<file path="src/rtl/wb_pkg.sv">
// Shared constants and types for the MEM->WB stage register.
// Everything here is independent of the stage's width parameters.
package wb_pkg;

   localparam int REG_ZERO = 0;

   typedef logic [1:0] occ_t;

endpackage

</file>
<file path="src/rtl/pipe_skid2.sv">
// Generic two-entry skid buffer: head slot feeds the consumer, skid slot absorbs
// one extra beat so in_ready can be a flop with no path from out_ready.
module pipe_skid2
   import wb_pkg::*;
#(
   parameter int WIDTH = 8
) (
   input  logic             clk,
   input  logic             reset_n,
   input  logic             in_valid,
   output logic             in_ready,
   input  logic [WIDTH-1:0] in_data,
   input  logic             flush,
   output logic             out_valid,
   input  logic             out_ready,
   output logic [WIDTH-1:0] head_data,
   output logic             head_valid,
   output logic [WIDTH-1:0] skid_data,
   output logic             skid_valid,
   output occ_t             count
);

   occ_t             count_q;
   occ_t             count_d;
   logic             in_ready_q;
   logic [WIDTH-1:0] head_q;
   logic [WIDTH-1:0] skid_q;
   logic             push;
   logic             pop;

   assign out_valid  = (count_q != 2'd0);
   assign push       = in_valid & in_ready_q;
   assign pop        = out_valid & out_ready;

   assign in_ready   = in_ready_q;
   assign head_data  = head_q;
   assign skid_data  = skid_q;
   assign head_valid = out_valid;
   assign skid_valid = (count_q == 2'd2);
   assign count      = count_q;

   // NOTE: assign a default before any branch so every path drives count_d and no latch is inferred.
   always_comb begin
      count_d = count_q;
      if (flush) begin
         count_d = 2'd0;
      end else if (push && !pop) begin
         count_d = count_q + 2'd1;
      end else if (pop && !push) begin
         count_d = count_q - 2'd1;
      end
   end

   // NOTE: payload registers are reset as well, so the outputs read zero while the buffer is empty after reset.
   always_ff @(posedge clk or negedge reset_n) begin
      if (!reset_n) begin
         // NOTE: state uses non-blocking assignments so every flop samples pre-edge values.
         count_q    <= 2'd0;
         in_ready_q <= 1'b0;
         head_q     <= '0;
         skid_q     <= '0;
      end else begin
         count_q    <= count_d;
         in_ready_q <= (count_d < 2'd2);
         // Payload moves are harmless during flush: the count forces them invisible.
         case (count_q)
            2'd0: begin
               if (push) head_q <= in_data;
            end
            2'd1: begin
               if (push && pop)  head_q <= in_data;
               else if (push)    skid_q <= in_data;
            end
            2'd2: begin
               if (pop) head_q <= skid_q;
            end
            default: begin
            end
         endcase
      end
   end

endmodule

</file>
<file path="src/rtl/wb_stage_reg.sv">
// MEM->WB pipeline register: skid-buffered writeback beats, output data mux,
// register-zero write suppression and RAW hazard flags for the decode scoreboard.
module wb_stage_reg
   import wb_pkg::*;
#(
   parameter int REG_ID_WIDTH      = 5,
   parameter int DATA_WIDTH        = 64,
   parameter int ZERO_REG_SUPPRESS = 1
) (
   input  logic                    clk,
   input  logic                    reset_n,
   input  logic                    in_valid,
   output logic                    in_ready,
   input  logic                    reg_write_in,
   input  logic                    mem_to_reg_in,
   input  logic [REG_ID_WIDTH-1:0] dest_in,
   input  logic [DATA_WIDTH-1:0]   alu_result_in,
   input  logic [DATA_WIDTH-1:0]   mem_data_in,
   input  logic                    flush_in,
   output logic                    out_valid,
   input  logic                    out_ready,
   output logic                    reg_write_out,
   output logic                    mem_to_reg_out,
   output logic [REG_ID_WIDTH-1:0] dest_out,
   output logic [DATA_WIDTH-1:0]   wb_data_out,
   input  logic [REG_ID_WIDTH-1:0] src1_in,
   input  logic [REG_ID_WIDTH-1:0] src2_in,
   output logic                    hazard1_out,
   output logic                    hazard2_out,
   output occ_t                    occupancy
);

   typedef struct packed {
      logic                    reg_write;
      logic                    mem_to_reg;
      logic [REG_ID_WIDTH-1:0] dest;
      logic [DATA_WIDTH-1:0]   alu_result;
      logic [DATA_WIDTH-1:0]   mem_data;
   } entry_t;

   entry_t in_entry;
   entry_t head;
   entry_t skid;
   logic   head_valid;
   logic   skid_valid;

   assign in_entry = '{
      reg_write:  reg_write_in,
      mem_to_reg: mem_to_reg_in,
      dest:       dest_in,
      alu_result: alu_result_in,
      mem_data:   mem_data_in
   };

   pipe_skid2 #(
      .WIDTH($bits(entry_t))
   ) u_skid (
      .clk       (clk),
      .reset_n   (reset_n),
      .in_valid  (in_valid),
      .in_ready  (in_ready),
      .in_data   (in_entry),
      .flush     (flush_in),
      .out_valid (out_valid),
      .out_ready (out_ready),
      .head_data (head),
      .head_valid(head_valid),
      .skid_data (skid),
      .skid_valid(skid_valid),
      .count     (occupancy)
   );

   // Register zero is hardwired, so writes to it are neither performed nor hazards.
   function automatic logic dest_writable(input logic [REG_ID_WIDTH-1:0] dest);
      return (dest != REG_ID_WIDTH'(REG_ZERO)) || (ZERO_REG_SUPPRESS == 0);
   endfunction

   function automatic logic slot_hit(input entry_t e, input logic v,
                                     input logic [REG_ID_WIDTH-1:0] src);
      return v & e.reg_write & (e.dest == src) & dest_writable(e.dest);
   endfunction

   assign reg_write_out  = head_valid & head.reg_write & dest_writable(head.dest);
   assign mem_to_reg_out = head.mem_to_reg;
   assign dest_out       = head.dest;
   assign wb_data_out    = head.mem_to_reg ? head.mem_data : head.alu_result;

   assign hazard1_out = slot_hit(head, head_valid, src1_in) | slot_hit(skid, skid_valid, src1_in);
   assign hazard2_out = slot_hit(head, head_valid, src2_in) | slot_hit(skid, skid_valid, src2_in);

endmodule

</file>
<file path="config.mk">
export PLATFORM = sky130hd
export DESIGN_NAME = wb_stage_reg
export DESIGN_NICKNAME = d
export VERILOG_FILES = /design/src/rtl/wb_pkg.sv /design/src/rtl/pipe_skid2.sv /design/src/rtl/wb_stage_reg.sv
export SDC_FILE = /design/constraint.sdc
export NUM_CORES = 1
export LEC_CHECK = 0
export BUFFER_PORTS_ARGS = -buffer_cell sky130_fd_sc_hd__buf_4
export CAP_MARGIN = 20
export CORE_MARGIN = 2
export CORE_UTILIZATION = 35
export DETAILED_ROUTE_END_ITERATION = 8
export SLEW_MARGIN = 30
export SYNTH_ARGS = -nofsm -noshare
export SYNTH_HDL_FRONTEND = slang
export SYNTH_HIERARCHICAL = 1
export SYNTH_SLANG_ARGS = --single-unit
</file>
<file path="constraint.sdc">
create_clock -name clk -period 1.9 [get_ports clk]
set_input_delay 0.38 -clock clk [delete_from_list [all_inputs] [get_ports clk]]
set_output_delay 0.38 -clock clk [all_outputs]
set_load 0.005 [all_outputs]
</file>
==> out/summary.txt, run 1 <==
=================================================================================
Portion of synthesized cell area occupied by the leading cell type          55.2%
Average routed wire per standard cell                                     20.3 um
Slew at the pin closest to its max-slew limit                            0.581 ns
Arrival time reported for the critical path endpoint                      1.95 ns
Clock-pin transition on the worst setup and hold timing paths             0.06 ns
Crit Path Category                                                   flop to output pin
Sum of negative setup slack                                             -42.83 ns
Critical-path maximum fanout                                                    3
Least setup slack across all paths after layout                         -0.432 ns
DR DRC count                                                                    0
Crit path required time                                                   1.52 ns
IO Pins                                                                       227
Cell with the most instances after synthesis                         sky130_fd_sc_hd__dfrtp_1
Post-detailed-route count of antenna-violating nets                             0
Standard-cell rows                                                             68
Filler instances                                                             2869
Buffers on Ports                                                              226
Highest routed metal layer                                                   met5
TritonCTS buffer count                                                         31
Placer Congestion                                                           0.801
Sort of element at the end of the critical path                        output pin
Maximum frequency from static timing analysis                             429 MHz
Area share of fa/ha/maj cells after synthesis                              0.404%
Number of enable flip-flop cells after synthesis                                0
Worst R2R Setup Slack                                                    -0.28 ns
Compound-Gate Fraction of Synth Area                                        6.00%
Share of post-route cells with drive strength above 1                       64.0%
Failing checks                                                       setup timing
Final core utilization                                                      55.5%
Instance count of the mapped netlist                                         1001
Non-filler instance count after layout                                       1810
Sequential share of the synthesized area                                    55.2%
Number of storage elements in the synthesis netlist                           273
Net Sw Power                                                              15.7 mW
Clock network latency to the later pin of the worst-skew pair             0.56 ns
Placed standard-cell area                                            0.0151 sq mm
Main area contributors after synthesis                               sky130_fd_sc_hd__dfrtp_1 (55%), sky130_fd_sc_hd__mux2_2 (18%), sky130_fd_sc_hd__mux2i_1 (11%), sky130_fd_sc_hd__a21oi_1 (5.5%), sky130_fd_sc_hd__nor2_1 (4.1%)
VDD IR-drop max                                                           1070 uV
Number of maximum-capacitance constraint violations                             0
Worst min path class                                                 input port to flop
Vias in the first global route                                               9637
Number of detailed-route iterations in the first pass                           5
Final setup violation count                                                   203
Reg2Reg Launch Point                                                 u_skid/count[1]$_DFF_PN0_
Final Instance Area                                                  0.0192 sq mm
Most used flip-flop cell after synthesis                             sky130_fd_sc_hd__dfrtp_1
Initial Util                                                                35.7%
Portion of netlist area occupied by mux cells                               29.1%
Mean post-synth cell area                                              12.4 sq um
Half-perimeter wire length of the detailed placement result              20600 um
Number of antenna violations at the first check in global routing               3
Final WL                                                                 36800 um
Synth warn                                                                      6
Wire length on met1                                                      16000 um
Remaining max-slew budget at the tightest pin                               61.2%
Sequential power share                                                      25.9%
Largest clock skew in the final design                                 0.00824 ns
Global-route wire length before repair                                   55000 um
Level count of the clock H-tree                                                 1
Maximum number of pins on one net before global-route repair                   75
Reg area                                                             0.00684 sq mm
Dominant combinational cell family by area after synthesis           multiplexers
Vias after detailed routing                                                  9095
Post-route fraction of the period consumed by the critical path              123%
Relative contribution of the clock network to total power                   13.3%
Total leakage power                                                       7.99 nW
Areal power density over the cells                                   2220 mW/mm^2
Die Ht                                                                     192 um
Placed cell count                                                            1672
Maximum clock path buffer count                                                 3
WL met2                                                                  17400 um
Unrepaired setup endpoints after global routing                               yes
Final net count                                                              1486
Library cells used by synthesis                                                29
Outcome                                                              finished, violations left
Mapped cell area                                                     0.0124 sq mm
Combinational Power Share                                                   60.8%
Area leader, netlist                                                 sky130_fd_sc_hd__dfrtp_1
Worst Hold Path EP                                                   u_skid/skid_data[120]$_DFFE_PN0P_
Placeable core area                                                  0.0347 sq mm
Synth-to-layout area growth                                                 55.5%
Share of synthesized cell area in and, or, nand and nor gates               5.00%
Count of final max-slew check failures                                          0
WHS Path Cells                                                                  2
Die Area                                                             0.0369 sq mm
Reg2Reg Depth                                                                  11
Total length of routed met3 wires                                         2580 um
Final number of hold-violating endpoints                                        0
End of the worst register-to-register path                           u_skid/head_data[115]$_DFFE_PN0P_
Number of clock sinks                                                         273
Clock period minus final worst setup slack                                2.33 ns
Total area of multi-input combinational cells                        0.00669 sq mm
Gr ovfl total                                                                   0
TritonCTS clock tree                                                         done
Net switching share of the total power                                      36.6%
Critical hold path startpoint                                        alu_result_in[56]
Post-synthesis share of cell area spent on xor and xnor gates               1.56%
Root buffer cell                                                     sky130_fd_sc_hd__clkbuf_16
Overall Global Routing Usage                                                19.2%
Smallest hold slack                                                     0.0567 ns
Critical Path Source Type                                                    flop
Post-detailed-route via-to-cell ratio                                        5.02
Number of nets in the synthesized netlist                                    1155
Share of flip-flops with an asynchronous set or reset                        100%
First-iteration detailed-routing DRC count                                    279
Top cell types by occurrence after synthesis                         sky130_fd_sc_hd__dfrtp_1 (273), sky130_fd_sc_hd__mux2_2 (199), sky130_fd_sc_hd__mux2i_1 (136), sky130_fd_sc_hd__nor2_1 (136), sky130_fd_sc_hd__a21oi_1 (135)
Int Power                                                                 27.1 mW
Horiz. Die Dim                                                             192 um
=================================================================================
## layer usage
| metal | global-route usage (%) | vias to the layer above |
|---|---|---|
| li1 | - | 4190 |
| met5 | 0 | - |
| met3 | 4.95 | 47 |
| met1 | 26.1 | 4630 |
| met4 | 3.70 | 4 |
| met2 | 31.2 | 224 |
## layout by cell type (no fill, tap or decap), types with 3 or more instances in the layout
master and instances:
sky130_fd_sc_hd__xor2_1 12, sky130_fd_sc_hd__buf_6 65, sky130_fd_sc_hd__a21oi_2 132, sky130_fd_sc_hd__xnor2_1 10, sky130_fd_sc_hd__nand3_1 4, sky130_fd_sc_hd__clkbuf_1 16, sky130_fd_sc_hd__buf_12 49, sky130_fd_sc_hd__ha_4 3
sky130_fd_sc_hd__mux2i_1 136, sky130_fd_sc_hd__buf_4 212, sky130_fd_sc_hd__nor2_4 90, sky130_fd_sc_hd__dfrtp_1 271, sky130_fd_sc_hd__mux2_4 39, sky130_fd_sc_hd__nor2_2 23, sky130_fd_sc_hd__clkbuf_8 5, sky130_fd_sc_hd__clkbuf_16 38
sky130_fd_sc_hd__nor2_1 23, sky130_fd_sc_hd__buf_16 18, sky130_fd_sc_hd__nor3_1 4, sky130_fd_sc_hd__mux2_2 160, sky130_fd_sc_hd__a21oi_4 3, sky130_fd_sc_hd__buf_8 12
## stage by stage
stage	power, mW	setup slack, ns
2_1_floorplan	19.9	-0.0536
3_3_place_gp	24.4	-0.0335
3_5_place_dp	24.8	-0.0892
4_1_cts	40.6	-0.449
5_1_grt	45.1	-0.471
6_report	42.8	-0.432
## timing repair
action / CTS / global route
setup buffers: 53 / 13
setup endpoints to repair: 298 / 304
gates cloned: 34 / 7
hold buffers: 2 / 0
resized for setup: 236 / 302
pin swaps: 5 / 7
endpoints found under the hold margin: 37 / 0
## state kept, by name (all words and copies together) (netlist names)
register / count
u_skid/count: 2
u_skid/skid_data: 135
u_skid/head_data: 135
u_skid/in_ready: 1
## worst max path at each step
stage / depth (start not counted) / to / start / slack (ns)
after CTS: 4 / hazard1_out / u_skid/skid_data[129]$_DFFE_PN0P_ / -0.45
after floorplan: 9 / u_skid/head_data[64]$_DFFE_PN0P_ / u_skid/count[0]$_DFFE_PN0P_ / -0.05
after detailed placement: 8 / u_skid/head_data[33]$_DFFE_PN0P_ / u_skid/count[1]$_DFF_PN0_ / -0.09
after global placement: 8 / u_skid/head_data[44]$_DFFE_PN0P_ / u_skid/count[0]$_DFFE_PN0P_ / -0.03
final: 4 / hazard2_out / u_skid/head_data[130]$_DFFE_PN0P_ / -0.43
after global routing: 4 / hazard2_out / u_skid/head_data[130]$_DFFE_PN0P_ / -0.47
## critical path: stages (launching register included)
cell,delay [ns]
sky130_fd_sc_hd__dfrtp_1,0.40
sky130_fd_sc_hd__or4_4,0.53
sky130_fd_sc_hd__o211ai_4,0.20
sky130_fd_sc_hd__o22ai_1,0.12
sky130_fd_sc_hd__buf_4,0.14
## layout make-up
type	instances	share of cell area, %
Sequential cell	273	35.5
Multi-Input combinational cell	657	34.8
Timing Repair Buffer	365	21.7
Clock buffer	52	4.70
Tap cell	455	2.96
Clock inverter	3	0.240
Inverter	4	0.117
Antenna cell	1	0.0130
## power groups by stage
stage                     Combinational [mW]  Sequential [mW]  Clock (mW)
after global placement                  14.0             10.4           0
after detailed placement                14.3             10.6           0
after global routing                    27.6             11.5        6.09
after floorplan                         9.73             10.1           0
final                                   26.0             11.1        5.67
after CTS                               24.1             10.6        5.83
## kinds of logic after synthesis
family	Yosys count
xor gates and xnor gates	22
adders and majority gates	4
buffers and inverters	71
DFF	273
AOI/OAI and AO/OA	142
muxes	335
and+or+nand+nor	154
Note: power is estimated with default switching activity, not from simulation.
==> inputs of run 2 (changes only) <==
- PLACE_DENSITY: unset -> 0.61
- REMOVE_ABC_BUFFERS: unset -> 1
==> run 2 against run 1 <==
The run still ends with setup timing left. Clock skew is 0.0097 ns higher. Via count fell by 0.42%. Count of clock-buffer cells in the layout shrank 11. Global-route usage decreased by 0.38 points. Register-to-register slack is essentially flat. Cell area increased by 1.3%.
==> out/summary.txt, run 2 (synthesis results as in run 1) <==
=====================================================================================
Final net count                                                                  1490
Synth-to-layout area growth                                                     57.6%
Standard-cell rows                                                                 68
Slew at the pin closest to its max-slew limit                                0.572 ns
DR DRC count                                                                        0
Clock-pin transition on the worst setup and hold timing paths                 0.06 ns
Level count of the clock H-tree                                                     1
Final WL                                                                     36000 um
Half-perimeter wire length of the detailed placement result                  19700 um
Number of antenna violations at the first check in global routing                   1
Share of post-route cells with drive strength above 1                           63.4%
Total leakage power                                                           8.16 nW
Final core utilization                                                          56.2%
Critical-path maximum fanout                                                        3
Horiz. Die Dim                                                                 192 um
Placeable core area                                                      0.0347 sq mm
Maximum frequency from static timing analysis                                 434 MHz
Areal power density over the cells                                       2240 mW/mm^2
Post-detailed-route via-to-cell ratio                                            4.99
Outcome                                                                  finished, violations left
VDD IR-drop max                                                                926 uV
Gr ovfl total                                                                       0
Remaining max-slew budget at the tightest pin                                   61.9%
Most frequent cells in the layout                                        sky130_fd_sc_hd__dfrtp_1 (272), sky130_fd_sc_hd__buf_4 (206), sky130_fd_sc_hd__mux2_2 (159)
Pre-CTS setup slack                                                         -0.164 ns
Crit path required time                                                       1.52 ns
Unrepaired setup endpoints after global routing                                   yes
Die Ht                                                                         192 um
Final setup violation count                                                       200
Root buffer cell                                                         sky130_fd_sc_hd__clkbuf_16
Clock network latency to the later pin of the worst-skew pair                 0.57 ns
Maximum clock path buffer count                                                     3
Filler instances                                                                 2834
Number of clock sinks                                                             273
Placer Congestion                                                               0.758
IO Pins                                                                           227
Arrival time reported for the critical path endpoint                          1.92 ns
Count of final max-slew check failures                                              0
Initial Util                                                                    35.7%
Vias after detailed routing                                                      9057
Failing checks                                                           setup timing
TritonCTS buffer count                                                             31
Buffers on Ports                                                                  226
Number of detailed-route iterations in the first pass                               4
Worst min path class                                                     input port to flop
Average routed wire per standard cell                                         19.8 um
Crit Path Category                                                       flop to output pin
Most frequent standard cell in the layout excluding fill and tap cells   sky130_fd_sc_hd__dfrtp_1
Clock period minus final worst setup slack                                    2.30 ns
Post-route fraction of the period consumed by the critical path                  121%
Overall Global Routing Usage                                                    18.8%
TritonCTS clock tree                                                             done
Largest clock skew in the final design                                      0.0179 ns
Vias in the first global route                                                   9747
Least setup slack across all paths after layout                             -0.404 ns
Final number of hold-violating endpoints                                            0
Die Area                                                                 0.0369 sq mm
Maximum number of pins on one net before global-route repair                       67
Critical Path Source Type                                                        flop
Sum of negative setup slack                                                 -46.59 ns
Sort of element at the end of the critical path                            output pin
First-iteration detailed-routing DRC count                                        274
Number of maximum-capacitance constraint violations                                 0
Global-route wire length before repair                                       54100 um
Overall power                                                                 43.7 mW
Post-detailed-route count of antenna-violating nets                                 0
=====================================================================================
## run 2: changes by cell type in the layout (fill, tap and decap cells not counted), sizes merged
| cell | previous run | this run |
|---|---|---|
| clkbuf | 59 | 51 |
| clkinv | 0 | 8 |
| bufinv | 1 | 5 |
| buf | 356 | 357 |
| clkinvlp | 1 | 2 |
## run 2: layer usage
| layer | vias up | GRT usage (%) | part of all wire (%) |
|---|---|---|---|
| met4 | 0 | 4.70 | 1.9 |
| met1 | 4618 | 24.0 | 42 |
| met3 | 45 | 4.40 | 5.8 |
| met5 | - | 0 | 0 |
| li1 | 4204 | - | - |
| met2 | 190 | 32.2 | 50 |
## run 2: area by class of cell
type / count / area [sq um] / area share, %
flip-flops and latches: 273 / 6840 / 35.0
multi-input cells: 657 / 6610 / 33.9
repair buffers: 369 / 4380 / 22.4
clock buffers: 41 / 873 / 4.48
well taps: 455 / 569 / 2.92
clock inverters: 16 / 221 / 1.14
inverters: 4 / 20.0 / 0.103
diodes: 1 / 2.50 / 0.0128
## run 2: power breakdown
group	internal (mW)	total, mW	switching (mW)	leakage, nW
sequential	8.93	11.1	2.12	3.15
clock	3.90	6.38	2.48	0.537
combinational	15.2	26.3	11.1	4.47
## run 2: worst paths after layout
| path | start | end | slack (ns) | cells after the start |
|---|---|---|---|---|
| max | u_skid/head_data[129]$_DFFE_PN0P_ | hazard2_out | -0.40 | 4 |
| min | alu_result_in[25] | u_skid/skid_data[89]$_DFFE_PN0P_ | 0.05 | 2 |
| max reg2reg | u_skid/count[1]$_DFF_PN0_ | u_skid/head_data[132]$_DFFE_PN0P_ | -0.29 | 11 |
| min reg2reg | u_skid/skid_data[102]$_DFFE_PN0P_ | u_skid/skid_data[102]$_DFFE_PN0P_ | 0.50 | 1 |
| max in group asynchronous | reset_n | u_skid/skid_data[90]$_DFFE_PN0P_ | 0.89 | 3 |
| min in group asynchronous | reset_n | u_skid/skid_data[31]$_DFFE_PN0P_ | 0.36 | 2 |
## run 2: worst max-delay path, cell delays in order, from the launching register on
cell and delay, ns:
sky130_fd_sc_hd__dfrtp_1 0.37, sky130_fd_sc_hd__or4_4 0.55, sky130_fd_sc_hd__o211ai_4 0.19, sky130_fd_sc_hd__o22ai_1 0.12, sky130_fd_sc_hd__buf_4 0.14
## run 2: per-stage QoR
step / hold WS, ns / area [sq um] / instances
5_1_grt: 0.0303 / 19500 / 1815
3_3_place_gp: 0.372 / 15100 / 1676
3_5_place_dp: 0.377 / 15100 / 1676
4_1_cts: 0.0167 / 18800 / 1813
6_report: 0.0515 / 19500 / 1816
2_1_floorplan: 0.0844 / 12100 / 934
## run 2: repair_timing
item	CTS	global route
hold endpoints to repair	48	0
resized for setup	323	220
endpoints found under the setup margin	337	337
cloned	36	10
pin swaps	6	6
buffers inserted	43	17
hold buffers	2	0
